[src/rtl/lamp_pkg.sv]
// Shared constants for the LED shift-register link: channel geometry,
// address width derivation and the receiver state encoding.
package lamp_pkg;

   localparam int c_boardchannels  = 32;
   localparam int c_ledboards_dflt = 2;
   localparam int c_bps_dflt       = 12;

   function automatic int channels(input int ledboards);
      return ledboards * c_boardchannels;
   endfunction

   function automatic int addr_w(input int ledboards);
      return $clog2(channels(ledboards));
   endfunction

   localparam int c_channels = channels(c_ledboards_dflt);
   localparam int c_addr_w   = addr_w(c_ledboards_dflt);

   typedef logic [1:0] state_t;

   localparam logic [1:0] S_IDLE = 2'd0;
   localparam logic [1:0] S_RECV = 2'd1;
   localparam logic [1:0] S_FULL = 2'd2;

endpackage

[src/rtl/frame_receiver_if.sv]
// Serial link (sclk/sdi/slat) plus framebuffer write port and frame status.
// The transmitter/bench side is master; the receiver is slave.
interface frame_receiver_if
   import lamp_pkg::*;
#(
   parameter int c_ledboards = c_ledboards_dflt,
   parameter int c_bps       = c_bps_dflt
);
   localparam int c_aw = addr_w(c_ledboards);

   logic            sclk;
   logic            sdi;
   logic            slat;
   logic            wen;
   logic [c_aw-1:0] waddr;
   logic [c_bps-1:0] wdata;
   logic            frame;
   logic            err;

   modport master (
      output sclk, sdi, slat,
      input  wen, waddr, wdata, frame, err
   );

   modport slave (
      input  sclk, sdi, slat,
      output wen, waddr, wdata, frame, err
   );

endinterface

[src/rtl/frame_receiver_sync_edge.sv]
// Two-flop synchronizer with a third flop for rising-edge detection; every
// instance has identical depth so data and strobe stay cycle-aligned.
module sync_edge (
   input  logic i_clk,
   input  logic i_rst,
   input  logic i_d,
   output logic o_lvl,
   output logic o_rise
);

   logic [2:0] sync_q;
   logic [2:0] sync_d;

   assign sync_d = {sync_q[1:0], i_d};

   always_ff @(posedge i_clk or posedge i_rst) begin
      if (i_rst) begin
         sync_q <= '0;
      end else begin
         sync_q <= sync_d;
      end
   end

   assign o_lvl  = sync_q[1];
   assign o_rise = sync_q[1] & ~sync_q[2];

endmodule

[src/rtl/frame_receiver.sv]
// Deserializes the LED shift-register stream into channel words, writes them
// to the framebuffer in daisy-chain order and reports frame commit or error.
module frame_receiver
   import lamp_pkg::*;
#(
   parameter int c_ledboards = c_ledboards_dflt,
   parameter int c_bps       = c_bps_dflt
)(
   input  logic                   i_clk,
   input  logic                   i_rst,
   frame_receiver_if.slave        lnk_io
);

   localparam int c_nch = channels(c_ledboards);
   localparam int c_aw  = addr_w(c_ledboards);
   localparam int c_bw  = $clog2(c_bps);
   localparam int c_ww  = $clog2(c_nch + 1);

   localparam logic [c_bw-1:0] c_bit_last = c_bw'(c_bps - 1);
   localparam logic [c_ww-1:0] c_word_full = c_ww'(c_nch);
   localparam logic [c_aw-1:0] c_addr_top = c_aw'(c_nch - 1);

   logic sclk_rise;
   logic sdi_lvl;
   logic slat_rise;
   logic sclk_lvl_unused;
   logic sdi_rise_unused;
   logic slat_lvl_unused;

   sync_edge u_sync_sclk (
      .i_clk  (i_clk),
      .i_rst  (i_rst),
      .i_d    (lnk_io.sclk),
      .o_lvl  (sclk_lvl_unused),
      .o_rise (sclk_rise)
   );

   sync_edge u_sync_sdi (
      .i_clk  (i_clk),
      .i_rst  (i_rst),
      .i_d    (lnk_io.sdi),
      .o_lvl  (sdi_lvl),
      .o_rise (sdi_rise_unused)
   );

   sync_edge u_sync_slat (
      .i_clk  (i_clk),
      .i_rst  (i_rst),
      .i_d    (lnk_io.slat),
      .o_lvl  (slat_lvl_unused),
      .o_rise (slat_rise)
   );

   state_t            state_q, state_d;
   logic [c_bps-1:0]  shift_q, shift_d;
   logic [c_bw-1:0]   bit_q, bit_d;
   logic [c_ww-1:0]   word_q, word_d;
   logic              ovf_q, ovf_d;
   logic              wen_q, wen_d;
   logic [c_aw-1:0]   waddr_q, waddr_d;
   logic [c_bps-1:0]  wdata_q, wdata_d;
   logic              frame_q, frame_d;
   logic              err_q, err_d;

   always_comb begin
      state_d = state_q;
      shift_d = shift_q;
      bit_d   = bit_q;
      word_d  = word_q;
      ovf_d   = ovf_q;
      wen_d   = 1'b0;
      waddr_d = waddr_q;
      wdata_d = wdata_q;
      frame_d = 1'b0;
      err_d   = 1'b0;

      // Latch takes priority over a coincident sclk edge; that bit is dropped.
      if (slat_rise) begin
         frame_d = (state_q == S_FULL) && !ovf_q;
         err_d   = !((state_q == S_FULL) && !ovf_q);
         bit_d   = '0;
         word_d  = '0;
         ovf_d   = 1'b0;
         state_d = S_IDLE;
      end else if (sclk_rise) begin
         if (state_q == S_FULL) begin
            ovf_d = 1'b1;
         end else begin
            shift_d = {shift_q[c_bps-2:0], sdi_lvl};
            state_d = S_RECV;
            if (bit_q == c_bit_last) begin
               bit_d   = '0;
               wen_d   = 1'b1;
               wdata_d = shift_d;
               // First word shifted in belongs to the far end of the chain.
               waddr_d = c_addr_top - word_q[c_aw-1:0];
               if (word_q != c_word_full) begin
                  word_d = word_q + 1'b1;
               end
               if (word_d == c_word_full) begin
                  state_d = S_FULL;
               end
            end else begin
               bit_d = bit_q + 1'b1;
            end
         end
      end
   end

   always_ff @(posedge i_clk or posedge i_rst) begin
      if (i_rst) begin
         state_q <= S_IDLE;
         shift_q <= '0;
         bit_q   <= '0;
         word_q  <= '0;
         ovf_q   <= 1'b0;
         wen_q   <= 1'b0;
         waddr_q <= '0;
         wdata_q <= '0;
         frame_q <= 1'b0;
         err_q   <= 1'b0;
      end else begin
         state_q <= state_d;
         shift_q <= shift_d;
         bit_q   <= bit_d;
         word_q  <= word_d;
         ovf_q   <= ovf_d;
         wen_q   <= wen_d;
         waddr_q <= waddr_d;
         wdata_q <= wdata_d;
         frame_q <= frame_d;
         err_q   <= err_d;
      end
   end

   assign lnk_io.wen   = wen_q;
   assign lnk_io.waddr = waddr_q;
   assign lnk_io.wdata = wdata_q;
   assign lnk_io.frame = frame_q;
   assign lnk_io.err   = err_q;

endmodule

[src/flat_wrapper.sv]
// flat-port wrapper written by rule: the top's interface ports become plain ports
module frame_receiver_flat import lamp_pkg::*;
#(
   parameter int c_ledboards = c_ledboards_dflt,
   parameter int c_bps       = c_bps_dflt
)
  (i_clk, i_rst, lnk_io_sclk, lnk_io_sdi, lnk_io_slat, lnk_io_wen, lnk_io_waddr, lnk_io_wdata, lnk_io_frame, lnk_io_err);
  frame_receiver_if #(.c_ledboards(c_ledboards), .c_bps(c_bps)) lnk_io_i ();
  input  logic i_clk;
  input  logic i_rst;
  input wire logic [$bits(lnk_io_i.sclk)-1:0] lnk_io_sclk;
  input wire logic [$bits(lnk_io_i.sdi)-1:0] lnk_io_sdi;
  input wire logic [$bits(lnk_io_i.slat)-1:0] lnk_io_slat;
  output wire logic [$bits(lnk_io_i.wen)-1:0] lnk_io_wen;
  output wire logic [$bits(lnk_io_i.waddr)-1:0] lnk_io_waddr;
  output wire logic [$bits(lnk_io_i.wdata)-1:0] lnk_io_wdata;
  output wire logic [$bits(lnk_io_i.frame)-1:0] lnk_io_frame;
  output wire logic [$bits(lnk_io_i.err)-1:0] lnk_io_err;
  assign lnk_io_i.sclk = lnk_io_sclk;
  assign lnk_io_i.sdi = lnk_io_sdi;
  assign lnk_io_i.slat = lnk_io_slat;
  assign lnk_io_wen = lnk_io_i.wen;
  assign lnk_io_waddr = lnk_io_i.waddr;
  assign lnk_io_wdata = lnk_io_i.wdata;
  assign lnk_io_frame = lnk_io_i.frame;
  assign lnk_io_err = lnk_io_i.err;
  frame_receiver #(.c_ledboards(c_ledboards), .c_bps(c_bps)) u_core (.i_clk(i_clk), .i_rst(i_rst), .lnk_io(lnk_io_i));
endmodule
[config.mk]
export PLATFORM = sky130hd
export DESIGN_NAME = frame_receiver_flat
export DESIGN_NICKNAME = d
export VERILOG_FILES = /design/src/rtl/lamp_pkg.sv /design/src/rtl/frame_receiver_if.sv /design/src/rtl/frame_receiver_sync_edge.sv /design/src/rtl/frame_receiver.sv /design/src/flat_wrapper.sv
export SDC_FILE = /design/constraint.sdc
export NUM_CORES = 1
export LEC_CHECK = 0
export BUFFER_PORTS_ARGS = -buffer_cell sky130_fd_sc_hd__buf_2
export CAP_MARGIN = 15
export CELL_PAD_IN_SITES_DETAIL_PLACEMENT = 0
export CELL_PAD_IN_SITES_GLOBAL_PLACEMENT = 1
export CORE_MARGIN = 8
export CORE_UTILIZATION = 45
export DETAILED_ROUTE_END_ITERATION = 8
export PLACE_DENSITY_LB_ADDON = 0.1
export SYNTH_ARGS = -nofsm -noshare
export SYNTH_HDL_FRONTEND = slang
export SYNTH_HIERARCHICAL = 1
export SYNTH_SLANG_ARGS = --single-unit
export TNS_END_PERCENT = 10
[constraint.sdc]
create_clock -name i_clk -period 2.7 [get_ports i_clk]
set_clock_uncertainty 0.1 [all_clocks]
set_input_delay 0.54 -clock i_clk [delete_from_list [all_inputs] [get_ports i_clk]]
set_output_delay 0.54 -clock i_clk [all_outputs]
set_load 0.02 [all_outputs]
Yosys cells after proc, flatten, opt, wreduce, memory -nomap -nowiden
Index checks and enable logic that the tools add are counted.
{"block": "op_classes", "n_eq_ne": 5, "reduce_logical": 11, "n_mux": 27, "bitwise_logic": 6, "n_addsub": 3}
{"operator": "$mux 7", "n": 9}
{"operator": "$mux 4", "n": 4}
{"operator": "$mux 2", "n": 5}
{"operator": "$mux 1", "n": 9}
{"operator": "$add 7x1->7 const B", "n": 1}
{"operator": "$eq 7x7->1 const B", "n": 1}
{"operator": "$ne 7x7->1 const B", "n": 1}
{"operator": "$reduce_and 3->1", "n": 2}
{"operator": "$reduce_bool 2->1", "n": 3}
{"operator": "$sub 6x6->6 const A", "n": 1}
{"operator": "$add 4x1->4 const B", "n": 1}
{"operator": "$eq 4x4->1 const B", "n": 1}
{"operator": "$not 1->1", "n": 4}
{"operator": "$reduce_and 2->1", "n": 2}
{"operator": "$reduce_and 4->1", "n": 1}
{"operator": "$and 1x1->1", "n": 2}
{"operator": "$eq 2x2->1 const B", "n": 1}
{"operator": "$logic_not 1->1", "n": 2}
{"operator": "$ne 2x1->1 const B", "n": 1}
{"operator": "$logic_and 1x1->1", "n": 1}
{"block": "totals", "inputBits": 5, "output_inout_bits": 21, "wordCells": 65, "reg_bits": 54}

Longest topological paths before layout
{"block": "depth", "word_depth": 12, "depth_mapped": 7, "mapped_depth_nobuf": 6}

By module
The synthesis kept the hierarchy.
{"module": "frame_receiver", "cells_per_inst": 194, "area_each_um2": 1981.9, "instances": 1, "seq_area_each_um2": 1151.1}
{"module": "sync_edge", "cells_per_inst": 5, "area_each_um2": 92.6, "instances": 3, "seq_area_each_um2": 75.1}

Least setup slack after synthesis
OpenSTA, ideal clock, no wires.
{"block": "synth_timing", "path_type": "reg2reg", "from": "register u_core.word_q[0]", "to": "register u_core.state_q[0]", "arrival_ps": 1817, "path_buffers": 0, "setup_time_ps": 120, "t_required_ps": 2480, "setup_slack_ps": 663, "stages_incl_launch_ff": 7, "period_less_slack_ps": 2037, "cell_sequence": "dfrtp_1 -> ha_1 -> nand3_2 -> or3_4 -> a2111oi_4 -> o211ai_1 -> and3_1"}
{"block": "synth_via", "elab_chain_len": 12, "word_cells_on_any_way": 13, "classes_between": "add/sub (1); eq/ne (2); mux (10)"}
{"element": "start: declaration", "line": "frame_receiver.sv:57", "text": "logic [c_ww-1:0] word_q, word_d;"}
{"element": "start signal: assignment", "line": "frame_receiver.sv:126", "text": "word_q <= word_d;"}
{"element": "$add 7x1->7 or $ne 7x7->1 (tied branches)", "line": "frame_receiver.sv:98, frame_receiver.sv:97"}
{"element": "$mux 7 (*)", "line": "frame_receiver.sv:97", "text": "if (word_q != c_word_full) begin"}
{"element": "$mux 7 (*)", "line": "frame_receiver.sv:91", "text": "if (bit_q == c_bit_last) begin"}
{"element": "$mux 7 (*)", "line": "frame_receiver.sv:86", "text": "if (state_q == S_FULL) begin"}
{"element": "$mux 7 (*)", "line": "frame_receiver.sv:85", "text": "end else if (sclk_rise) begin"}
{"element": "$mux 7 (*)", "line": "frame_receiver.sv:78", "text": "if (slat_rise) begin"}
{"element": "$eq 7x7->1 (*)", "line": "frame_receiver.sv:100", "text": "if (word_d == c_word_full) begin"}
{"element": "$mux 2 (*)", "line": "frame_receiver.sv:100"}
{"element": "$mux 2 (*)", "line": "frame_receiver.sv:91"}
{"element": "$mux 2 (*)", "line": "frame_receiver.sv:86"}
{"element": "$mux 2 (*)", "line": "frame_receiver.sv:85"}
{"element": "$mux 2 (*)", "line": "frame_receiver.sv:78"}
{"element": "end signal: assignment", "line": "frame_receiver.sv:123", "text": "state_q <= state_d;"}
{"element": "end: declaration", "line": "frame_receiver.sv:54", "text": "state_t state_q, state_d;"}
Mark *: on every way between the ends. The rest lies on a longest branch, timed or not. The select of a mux whose other input is x is not followed.
A chain may end at the register's enable or synchronous reset.

Worst setup path in the final report
Same ends and word-level chain as after synthesis.

==> qor.yml <==
status: "finished, final reports clean"
worst_skew_pair.late_latency_ns: 0.30
reg2reg_depth: 6
grt_util_met1_pct: 13.4
synthCells: 207
place_inst: 295
drt-vias-per-instance: 4.93
avgSynthCellArea_um2: 10.7
drive_above_1_share_pct: 22.7
cts_buffers: 5
dp_hpwl_um: 2790
startpoint_type: "flop"
cts_tree: "built"
path_clk_slew_ns: 0.09
cap_violations: 0
wl_per_cell_um: 12.7
worstPathMaxFanout: 9
gr-usage-met2_pct: 18.8
timing.fmax_ghz: 0.438
numClockSinks: 54
dieArea_um2: 7440
grt_overflow: 0
postSynthNetCount: 215
power_density_nw_per_um2: 602
grt_start_max_net_pins: 32
grt_pass1_vias: 1523
crit_required_ns: 2.80
slowest_stage: "dfrtp_1"
dpl_worst_slack_ns: 0.460
vias: 1503
firstDrtPassIters: 4
post_cts_buffers: 0
ir_drop_v: 0.000411
die_w_um: 86.3
worstSetupPathType: "reg -> reg"
drc: 0
drt_iter0_drc: 75
final_cell_mix: "dfrtp_1 (54), nand2_1 (51), buf_2 (25), o21ai_0 (14), nor2_1 (12)"
core_area_um2: 4750
min_period_ns: 2.28
pin_count: 26
place_congestion: 0.849
slew_violations: 0
busiest_layer: "met2"
slew_headroom_pct: 67.7
wirelength_um: 3880
final_hold_viol_count: 0
fin_hold_ws_ns: 0.240
clockBufferDepth: 2
ant_nets: 0
cp-end-kind: "flop"
arrival_ns: 2.38
path_buf_inv: 0
worst-path-stages: 6
path_delay_family: "simple AND/OR/NAND/NOR gates"
grt_pass1_wl_um: 6890
tightestPinTransition_ns: 0.482
fillCellCount: 463
timing.final.crit_share_pct: 84.5
holdPathStages: 1
root_buffer: "clkbuf_8"
setup_tns_ns: 0
rsz0062_at_grt: "false"
antenna_found_initial: 0
min_path_type: "in -> reg"
num_rows: 25
setup_ws_ns: 0.419
initial_core_util_pct: 46.7
leakagePower_nw: 1.30
antenna_cells: 0
slowest_delay_ns: 0.48
grt_use_met3_pct: 4.06
final-setup-viol-count: 0
grt_usage_pct: 11.4
port_buffers: 25
cts.htree.levels: 2
yosysWarnings: 6
syn-cell-area_um2: 2220
die_y_um: 86.3
syn2layout_area_growth_pct: 15.4
final_nets: 245
final_common_cell: "dfrtp_1"
worstPathCellList: "ha_1, nand3_2, or3_4, a2111oi_4, o211ai_1, and3_1"
fin_cells: 305
per-stage QoR:
stage	utilization [%]	power, mW	instance area (um2)
after detailed placement	51.0	1.10	2430
final	53.9	1.54	2560
after CTS	53.3	1.57	2530
after floorplan	-	1.05	2220
after global routing	53.9	1.62	2560
after global placement	51.0	1.08	2430
report_power, final:
| group | internal (mW) | leakage [nW] | total (mW) | switching [mW] |
|---|---|---|---|---|
| clock network | 0.211 | 0.0478 | 0.462 | 0.251 |
| logic | 0.0781 | 0.537 | 0.131 | 0.0529 |
| registers | 0.893 | 0.714 | 0.950 | 0.0571 |
layer usage:
layer	part of all wire [%]	wire, um
met3	6.7	260
met1	47	1810
met2	46	1780
met5	0	0
met4	0.77	30
flip-flops by register name (all words and copies together), names as in the netlist, 2 cells and up:
name,count
u_core/word_q,7
u_core/lnk_io.waddr,6
u_core/lnk_io.wdata,12
u_core/shift_q,11
u_core/state_q,2
u_core/u_sync_slat/sync_q,3
u_core/u_sync_sdi/sync_q,2
u_core/bit_q,4
u_core/u_sync_sclk/sync_q,3
timing repair:
| action | CTS | global route |
|---|---|---|
| gates resized for setup | 0 | 0 |
| hold endpoints to repair | 2 | 0 |
| hold buffers | 1 | 0 |
cell type report:
type / instances / area [um2] / area share (%)
Clock inverter: 2 / 16.3 / 0.635
Multi-Input combinational cell: 135 / 798 / 31.2
Inverter: 10 / 37.5 / 1.46
Clock buffer: 6 / 82.6 / 3.22
Tap cell: 67 / 83.8 / 3.27
Sequential cell: 54 / 1350 / 52.7
Timing Repair Buffer: 31 / 193 / 7.52
path summary, 6_finish.rpt:
| kind | slack, ns | end | from |
|---|---|---|---|
| setup / recovery | 0.42 | u_core/state_q[0] | u_core/word_q[0] |
| hold / removal | 0.24 | u_core/u_sync_slat/sync_q[0] | lnk_io_slat |
| setup reg to reg | 0.42 | u_core/state_q[0] | u_core/word_q[0] |
| hold reg to reg | 0.26 | u_core/u_sync_sdi/sync_q[1] | u_core/u_sync_sdi/sync_q[0] |
| max in group asynchronous | 1.27 | u_core/lnk_io.wdata[7] | i_rst |
| min in group asynchronous | 0.55 | u_core/u_sync_sdi/sync_q[1] | i_rst |
worst register-to-register path, cell delays in order, from the launching register on:
cell,delay [ns]
dfrtp_1,0.48
ha_1,0.33
nand3_2,0.12
or3_4,0.40
a2111oi_4,0.36
o211ai_1,0.19
and3_1,0.20
Power figures use the tool's default switching activity.
